==> config.mk <==
export PLATFORM = sky130hd
export DESIGN_NAME = mem_access_unit
export DESIGN_NICKNAME = d
export VERILOG_FILES = /design/src/rtl/mem_access_pkg.sv /design/src/rtl/mem_access_unit_load_extend.sv /design/src/rtl/mem_access_unit.sv
export SDC_FILE = /design/constraint.sdc
export NUM_CORES = 1
export LEC_CHECK = 0
export BUFFER_PORTS_ARGS = -buffer_cell sky130_fd_sc_hd__buf_2
export CORE_MARGIN = 3
export CORE_UTILIZATION = 45
export CTS_BUF_LIST = sky130_fd_sc_hd__clkbuf_4 sky130_fd_sc_hd__clkbuf_8
export DETAILED_ROUTE_END_ITERATION = 8
export PLACE_DENSITY = 0.84
export SYNTH_ARGS = -nofsm -noshare
export SYNTH_HDL_FRONTEND = slang
export SYNTH_SLANG_ARGS = --single-unit
==> constraint.sdc <==
create_clock -name clock -period 2.2 [get_ports clock]
set_input_delay 0.66 -clock clock [delete_from_list [all_inputs] [get_ports clock]]
set_output_delay 0.66 -clock clock [all_outputs]
set_load 0.05 [all_outputs]
==> src/rtl/mem_access_pkg.sv <==
// rtl/mem_access_pkg.sv - shared funct3 codes, FSM encoding and access sizing
// Purpose: common definitions for the load/store front-end.
// Contents: RV32I load/store funct3 constants, state_e, access_size().
package mem_access_pkg;

  localparam logic [2:0] LB  = 3'b000;
  localparam logic [2:0] LH  = 3'b001;
  localparam logic [2:0] LW  = 3'b010;
  localparam logic [2:0] LBU = 3'b100;
  localparam logic [2:0] LHU = 3'b101;
  localparam logic [2:0] SB  = 3'b000;
  localparam logic [2:0] SH  = 3'b001;
  localparam logic [2:0] SW  = 3'b010;

  typedef enum logic [1:0] {
    IDLE  = 2'd0,
    ISSUE = 2'd1,
    HOLD  = 2'd2,
    RESP  = 2'd3
  } state_e;

  // Byte count of an access; funct3[1:0] encodes the width for both
  // loads and stores. Width code 11 is never legal and yields 0.
  function automatic logic [2:0] access_size(input logic [2:0] funct3);
    case (funct3[1:0])
      2'b00:   return 3'd1;
      2'b01:   return 3'd2;
      2'b10:   return 3'd4;
      default: return 3'd0;
    endcase
  endfunction

endpackage

==> src/rtl/mem_access_unit_load_extend.sv <==
// rtl/mem_access_unit_load_extend.sv - sign/zero extension of load data
// Purpose: select and extend the low bytes of the memory word for a load.
// Ports:
//   funct3_i  in  3   load funct3
//   data_i    in  32  raw word from dataMemory
//   data_o    out 32  extended load result
module load_extend
  import mem_access_pkg::*;
(
  input  logic [2:0]  funct3_i,
  input  logic [31:0] data_i,
  output logic [31:0] data_o
);

  always_comb begin
    data_o = data_i;
    case (funct3_i)
      LB:      data_o = {{24{data_i[7]}}, data_i[7:0]};
      LH:      data_o = {{16{data_i[15]}}, data_i[15:0]};
      LBU:     data_o = {24'h000000, data_i[7:0]};
      LHU:     data_o = {16'h0000, data_i[15:0]};
      default: data_o = data_i;
    endcase
  end

endmodule

==> src/rtl/mem_access_unit.sv <==
// rtl/mem_access_unit.sv - load/store front-end to dataMemory
// Purpose: accept one memory op at a time, check funct3/alignment/range,
// issue a one-cycle request pulse to dataMemory and return a response.
// Ports:
//   clock, reset_n                      clock and async active-low reset
//   req_valid/req_ready                 op handshake from execute stage
//   req_is_store, req_funct3, req_addr, req_wdata, req_rd   op fields
//   loadUnitrequest, loadUnitreadAddr   read pulse and address
//   data_out                            read data from dataMemory
//   writeRequest, writeAddress, writeData, writeType   write pulse and fields
//   resp_valid/resp_ready               response handshake to writeback
//   resp_data, resp_rd, resp_fault      response fields
//   fault_count                         saturating count of faulted ops
module mem_access_unit
  import mem_access_pkg::*;
#(
  parameter int MEM_BYTES = 1024,
  parameter int CNT_W     = 16
) (
  input  logic             clock,
  input  logic             reset_n,
  input  logic             req_valid,
  output logic             req_ready,
  input  logic             req_is_store,
  input  logic [2:0]       req_funct3,
  input  logic [31:0]      req_addr,
  input  logic [31:0]      req_wdata,
  input  logic [4:0]       req_rd,
  output logic             loadUnitrequest,
  output logic [31:0]      loadUnitreadAddr,
  input  logic [31:0]      data_out,
  output logic             writeRequest,
  output logic [31:0]      writeAddress,
  output logic [31:0]      writeData,
  output logic [2:0]       writeType,
  output logic             resp_valid,
  input  logic             resp_ready,
  output logic [31:0]      resp_data,
  output logic [4:0]       resp_rd,
  output logic             resp_fault,
  output logic [CNT_W-1:0] fault_count
);

  state_e state_q, state_d;

  logic             req_ready_q, req_ready_d;
  logic             load_req_q, load_req_d;
  logic             write_req_q, write_req_d;
  logic [31:0]      rd_addr_q, rd_addr_d;
  logic [31:0]      wr_addr_q, wr_addr_d;
  logic [31:0]      wr_data_q, wr_data_d;
  logic [2:0]       wr_type_q, wr_type_d;
  logic             resp_valid_q, resp_valid_d;
  logic [31:0]      resp_data_q, resp_data_d;
  logic [4:0]       resp_rd_q, resp_rd_d;
  logic             resp_fault_q, resp_fault_d;
  logic [CNT_W-1:0] fault_cnt_q, fault_cnt_d;
  logic             is_store_q, is_store_d;
  logic [2:0]       funct3_q, funct3_d;
  logic [4:0]       rd_q, rd_d;

  logic        accept;
  logic        funct3_ok, align_ok, range_ok, op_fault;
  logic [2:0]  size;
  logic [32:0] end_addr;
  logic [31:0] ext_data;

  assign accept = req_valid & req_ready_q;

  // Checks on the presented op; only consulted at the accepting edge.
  always_comb begin
    size = access_size(req_funct3);
    if (req_is_store) begin
      funct3_ok = (req_funct3 == SB) || (req_funct3 == SH) || (req_funct3 == SW);
    end else begin
      funct3_ok = (req_funct3 == LB) || (req_funct3 == LH) || (req_funct3 == LW) ||
                  (req_funct3 == LBU) || (req_funct3 == LHU);
    end
    case (size)
      3'd2:    align_ok = ~req_addr[0];
      3'd4:    align_ok = (req_addr[1:0] == 2'b00);
      default: align_ok = 1'b1;
    endcase
    // 33-bit sum so an access straddling 2^32 cannot wrap into range.
    end_addr = {1'b0, req_addr} + {30'b0, size};
    range_ok = (end_addr <= 33'(MEM_BYTES));
    op_fault = ~(funct3_ok & align_ok & range_ok);
  end

  load_extend u_load_extend (
    .funct3_i (funct3_q),
    .data_i   (data_out),
    .data_o   (ext_data)
  );

  always_ff @(posedge clock or negedge reset_n) begin
    if (!reset_n) begin
      state_q <= IDLE;
    end else begin
      state_q <= state_d;
    end
  end

  always_comb begin
    state_d = state_q;
    case (state_q)
      IDLE:    if (accept) state_d = op_fault ? RESP : ISSUE;
      ISSUE:   state_d = HOLD;
      HOLD:    state_d = RESP;
      RESP:    if (resp_ready) state_d = IDLE;
      default: state_d = IDLE;
    endcase
  end

  always_comb begin
    req_ready_d  = req_ready_q;
    load_req_d   = 1'b0;
    write_req_d  = 1'b0;
    rd_addr_d    = rd_addr_q;
    wr_addr_d    = wr_addr_q;
    wr_data_d    = wr_data_q;
    wr_type_d    = wr_type_q;
    resp_valid_d = resp_valid_q;
    resp_data_d  = resp_data_q;
    resp_rd_d    = resp_rd_q;
    resp_fault_d = resp_fault_q;
    fault_cnt_d  = fault_cnt_q;
    is_store_d   = is_store_q;
    funct3_d     = funct3_q;
    rd_d         = rd_q;
    case (state_q)
      IDLE: begin
        if (accept) begin
          req_ready_d = 1'b0;
          is_store_d  = req_is_store;
          funct3_d    = req_funct3;
          rd_d        = req_rd;
          if (op_fault) begin
            resp_valid_d = 1'b1;
            resp_fault_d = 1'b1;
            resp_data_d  = 32'h0;
            resp_rd_d    = req_is_store ? 5'd0 : req_rd;
            if (~&fault_cnt_q) fault_cnt_d = fault_cnt_q + 1'b1;
          end else if (req_is_store) begin
            write_req_d = 1'b1;
            wr_addr_d   = req_addr;
            wr_data_d   = req_wdata;
            wr_type_d   = req_funct3;
          end else begin
            load_req_d = 1'b1;
            rd_addr_d  = req_addr;
          end
        end
      end
      HOLD: begin
        // data_out has settled a full cycle after the read pulse rose.
        resp_valid_d = 1'b1;
        resp_fault_d = 1'b0;
        resp_data_d  = is_store_q ? 32'h0 : ext_data;
        resp_rd_d    = is_store_q ? 5'd0 : rd_q;
      end
      RESP: begin
        if (resp_ready) begin
          resp_valid_d = 1'b0;
          req_ready_d  = 1'b1;
        end
      end
      default: ;
    endcase
  end

  always_ff @(posedge clock or negedge reset_n) begin
    if (!reset_n) begin
      req_ready_q  <= 1'b1;
      load_req_q   <= 1'b0;
      write_req_q  <= 1'b0;
      rd_addr_q    <= 32'h0;
      wr_addr_q    <= 32'h0;
      wr_data_q    <= 32'h0;
      wr_type_q    <= 3'b000;
      resp_valid_q <= 1'b0;
      resp_data_q  <= 32'h0;
      resp_rd_q    <= 5'd0;
      resp_fault_q <= 1'b0;
      fault_cnt_q  <= '0;
      is_store_q   <= 1'b0;
      funct3_q     <= 3'b000;
      rd_q         <= 5'd0;
    end else begin
      req_ready_q  <= req_ready_d;
      load_req_q   <= load_req_d;
      write_req_q  <= write_req_d;
      rd_addr_q    <= rd_addr_d;
      wr_addr_q    <= wr_addr_d;
      wr_data_q    <= wr_data_d;
      wr_type_q    <= wr_type_d;
      resp_valid_q <= resp_valid_d;
      resp_data_q  <= resp_data_d;
      resp_rd_q    <= resp_rd_d;
      resp_fault_q <= resp_fault_d;
      fault_cnt_q  <= fault_cnt_d;
      is_store_q   <= is_store_d;
      funct3_q     <= funct3_d;
      rd_q         <= rd_d;
    end
  end

  assign req_ready        = req_ready_q;
  assign loadUnitrequest  = load_req_q;
  assign loadUnitreadAddr = rd_addr_q;
  assign writeRequest     = write_req_q;
  assign writeAddress     = wr_addr_q;
  assign writeData        = wr_data_q;
  assign writeType        = wr_type_q;
  assign resp_valid       = resp_valid_q;
  assign resp_data        = resp_data_q;
  assign resp_rd          = resp_rd_q;
  assign resp_fault       = resp_fault_q;
  assign fault_count      = fault_cnt_q;

endmodule

==> metrics.csv <==
stage;metric;value;unit
run_status;outcome;complete, but fails checks;
run_status;failing checks;negative setup slack;
timing;Final TNS setup;-148.58;ns
routing;initial drt markers;352;
floorplanning;Die Y-Extent;137;microns
clock_tree;Worst-path clk slew;0.09;ns
floorplanning;die width;137;microns
flow_run;Max Cap Viol;0;
global_route;number of global-route vias before repair;6700;
clock_tree;CTS Hold Buffers Added;0;
placement;GP Congestion;0.894;
final_layout;Fillers;1202;
routing;wire per inst;17.6;microns
routing;final WL;22.2;mm
setup_path;CP most frequent cell;ha_4;
floorplanning;Top Ports;266;
routing;Via density;5.16;
timing;Final Critical Period;3.23;ns
routing;DRT Pass-1 Iters;5;
routing;vias;6523;
floorplanning;Core Area;16700;sq um
setup_path;Largest stage delay, worst path;0.38;ns
setup_path;critical path's slowest cell;fa_2;
synth;number of synthesized flops with an enable pin;0;
timing;Hold Vio Cnt, Final;0;
global_route;first-pass GRT wire length;33.7;mm
setup_path;arrival time at the worst endpoint;3.56;ns
global_route;initial antenna violation count;0;
timing;Fmax;0.310;GHz
final_layout;commonest non-fill, non-tap cell in the layout;buf_2;
clock_tree;Skew-Pair Late Insertion Delay;0.44;ns
floorplanning;die area;18700;sq um
pwr;Max rail drop VDD;0.000407;V
clock_tree;htree depth;4;
global_route;Global Route Usage Sum;22.9;%
clock_tree;cts bufs inserted;17;
global_route;Remaining Overflow, GRT;0;
timing;Final Skew;0.0105;ns
timing;final setup fails;157;
clock_tree;clock net sink count;168;
timing;RSZ-0062 raised after global routing;true;
synth;top_reg_cell synth;dfrtp_1;
setup_path;CP cell instances;buf_12 -> inv_8 -> ha_4 -> ha_4 -> fa_2 -> a21oi_4 -> nor2b_1 -> a31o_2 -> a22oi_2 -> nand2_1 -> and4bb_2 -> buf_6 -> nand3_4 -> clkbuf_16 -> mux2_4;
final_layout;Area growth, synth to finish;45.4;%
timing;Slew headroom;69.6;%
synth;synth unique cells;65;
setup_path;Critical Path Source Type;primary input;
pwr;leakage;0.00605;uW
clock_tree;Clock Tree Buf Depth;2;
pwr;PD cells;546;nW/um^2
placement;worst slack at placement;-1.67;ns
final_layout;most frequent cells in the layout;buf_2, dfrtp_1, buf_4, mux2_2, nand2_1;
pwr;PnR Total Power;6120;uW
synth;mapped cell area;7710;sq um
synth;fraction of registers with async set/reset;100;%
synth;Avg Synthesized Cell Area;11.8;sq um
timing;Tcrit/Tclk final;147;%
hold_path;Hold Crit Class;primary input to async pin;
placement;DP Wirelength;15.2;mm
synth;Synth warnings;0;
setup_path;Worst setup EP type;flop;
timing;fin. max-slew vios;0;
synth;Seq cells post-synth;168;
setup_path;Max FO, Critical Path;7;
clock_tree;clock root cell;clkbuf_8;
timing;actual slew at the worst max-slew pin;0.455;ns
routing;Detail Route Antenna Nets;0;
routing;DR DRC count;0;
floorplanning;Rows;47;
final_layout;Layout Cells excl Fill;1264;
final_layout;Final nets;1152;
floorplanning;Initial Util;46.2;%
synth;Cells after Synth;653;
timing;final setup margin;-1.03;ns
setup_path;Reg2Reg Depth;7;
clock_tree;CTS tree;done;
placement;I/O Buffers;265;
placement;number of instances in the placed design;1200;
global_route;largest net degree at the start of global routing;57;
setup_path;Worst EP required;2.53;ns
synth;Mapped Nets;775;
synth;sequential-to-total area share from yosys stat;54.5;%
setup_path;crit path kind;primary input to flop;
final_layout;layout cell share with drive strength beyond 1;53.5;%
[cell type report]
type                            count  area (sq um)  share of cell area, %
Antenna cell                        1          2.50                 0.0223
Clock buffer                       17           234                   2.09
Clock inverter                     15           211                   1.89
Inverter                           34           143                   1.27
Multi-Input combinational cell    423          3530                   31.4
Sequential cell                   168          4210                   37.5
Tap cell                          220           275                   2.45
Timing Repair Buffer              386          2620                   23.3
[flip-flops by register name, summed over array words and instances (netlist names)]
signal	flops
resp_fault	1
writeAddress	32
writeType	3
loadUnitrequest	1
is_store_q	1
resp_valid	1
rd_q	5
fault_count	16
writeData	32
loadUnitreadAddr	32
state_q	2
funct3_q	3
writeRequest	1
resp_data	32
req_ready	1
resp_rd	5
[final timing paths]
path,startpoint,end,slack (ns)
min in group clock,req_rd[1],rd_q[1],0.43
max,req_funct3[1],writeAddress[7],-1.03
min,reset_n,loadUnitreadAddr[5],0.14
max reg2reg,state_q[0],loadUnitreadAddr[4],0.17
min reg2reg,fault_count[11],fault_count[11],0.48
max in group asynchronous,reset_n,writeData[6],1.41
[power breakdown]
group          internal [uW]  switching [uW]
Sequential              3100            6.44
Combinational            252             306
Clock                   1270            1190
Total                   4620            1500
[kinds of logic (layout without fill, tap and decap cells)]
logic type / Yosys count / count (layout) / share of synthesized area (%)
compound gates: 97 / 97 / 8.83
mux: 97 / 97 / 14.4
fa+ha+maj: 13 / 13 / 2.21
simple gates: 196 / 197 / 14.1
flops: 168 / 168 / 54.5
xor+xnor: 19 / 19 / 2.16
other cells: 0 / 1 / 0
buf+inv: 63 / 452 / 3.73
[metrics by stage]
stage | util (%) | instance area (sq um) | hold slack, ns
after detailed placement | 60.2 | 10100 | 0.465
final | 67.1 | 11200 | 0.144
after global routing | 67.1 | 11200 | 0.132
after CTS | 65.9 | 11000 | 0.122
after floorplan | - | 7830 | 0.364
after global placement | 60.2 | 10100 | 0.457
[metal layers]
| layer | GRT usage, % | wire, microns |
|---|---|---|
| met1 | 28.0 | 8890 |
| met2 | 39.5 | 11300 |
| met3 | 6.91 | 1680 |
| met4 | 5.88 | 298 |
| met5 | 0 | 0 |
[worst max-delay path: cells and delay by family]
family	cells	cell delay [ns]
mux	1	0.29
compound gates	3	0.76
buf+inv	4	0.48
simple gates	4	0.68
fa+ha+maj	3	0.70
[synthesized netlist by cell type, types with 2 or more instances]
| cell type | count | area (sq um) |
|---|---|---|
| xor2_1 | 2 | 17.5 |
| mux2_2 | 77 | 867 |
| or4_1 | 2 | 15.0 |
| nand3_2 | 2 | 20.0 |
| dfrtp_1 | 167 | 4180 |
| clkbuf_1 | 13 | 48.8 |
| and4_1 | 6 | 52.6 |
| nor3_1 | 4 | 20.0 |
| o2111ai_1 | 5 | 43.8 |
| buf_2 | 8 | 40.0 |
| a211oi_1 | 4 | 30.0 |
| nand2b_1 | 5 | 31.3 |
| mux2i_1 | 11 | 110 |
| o21ai_1 | 2 | 10.0 |
| a21boi_0 | 2 | 15.0 |
| a31oi_1 | 2 | 12.5 |
| nand3_1 | 17 | 85.1 |
| xnor2_1 | 17 | 149 |
| a2111oi_4 | 2 | 55.1 |
| buf_6 | 5 | 56.3 |
| nor2_1 | 17 | 63.8 |
| nand2_1 | 50 | 188 |
| a22o_1 | 5 | 43.8 |
| o21ai_0 | 15 | 75.1 |
| a21oi_1 | 36 | 180 |
| inv_1 | 34 | 128 |
| buf_1 | 2 | 7.51 |
| ha_1 | 12 | 150 |
| a2111oi_0 | 2 | 17.5 |
| and3_1 | 14 | 87.6 |
| o21bai_1 | 3 | 22.5 |
| nand4_1 | 19 | 119 |
| a311oi_1 | 3 | 26.3 |
| nor4_1 | 2 | 12.5 |
| nor2b_1 | 4 | 25.0 |
| mux2_4 | 9 | 135 |
| and2_1 | 45 | 282 |
[repair_timing]
item	CTS	global route
resized for setup	51	23
pin swaps	15	14
setup buffers	16	4
cloned	9	4
endpoints found under the setup margin	157	157
Power figures use the tool's default switching activity.
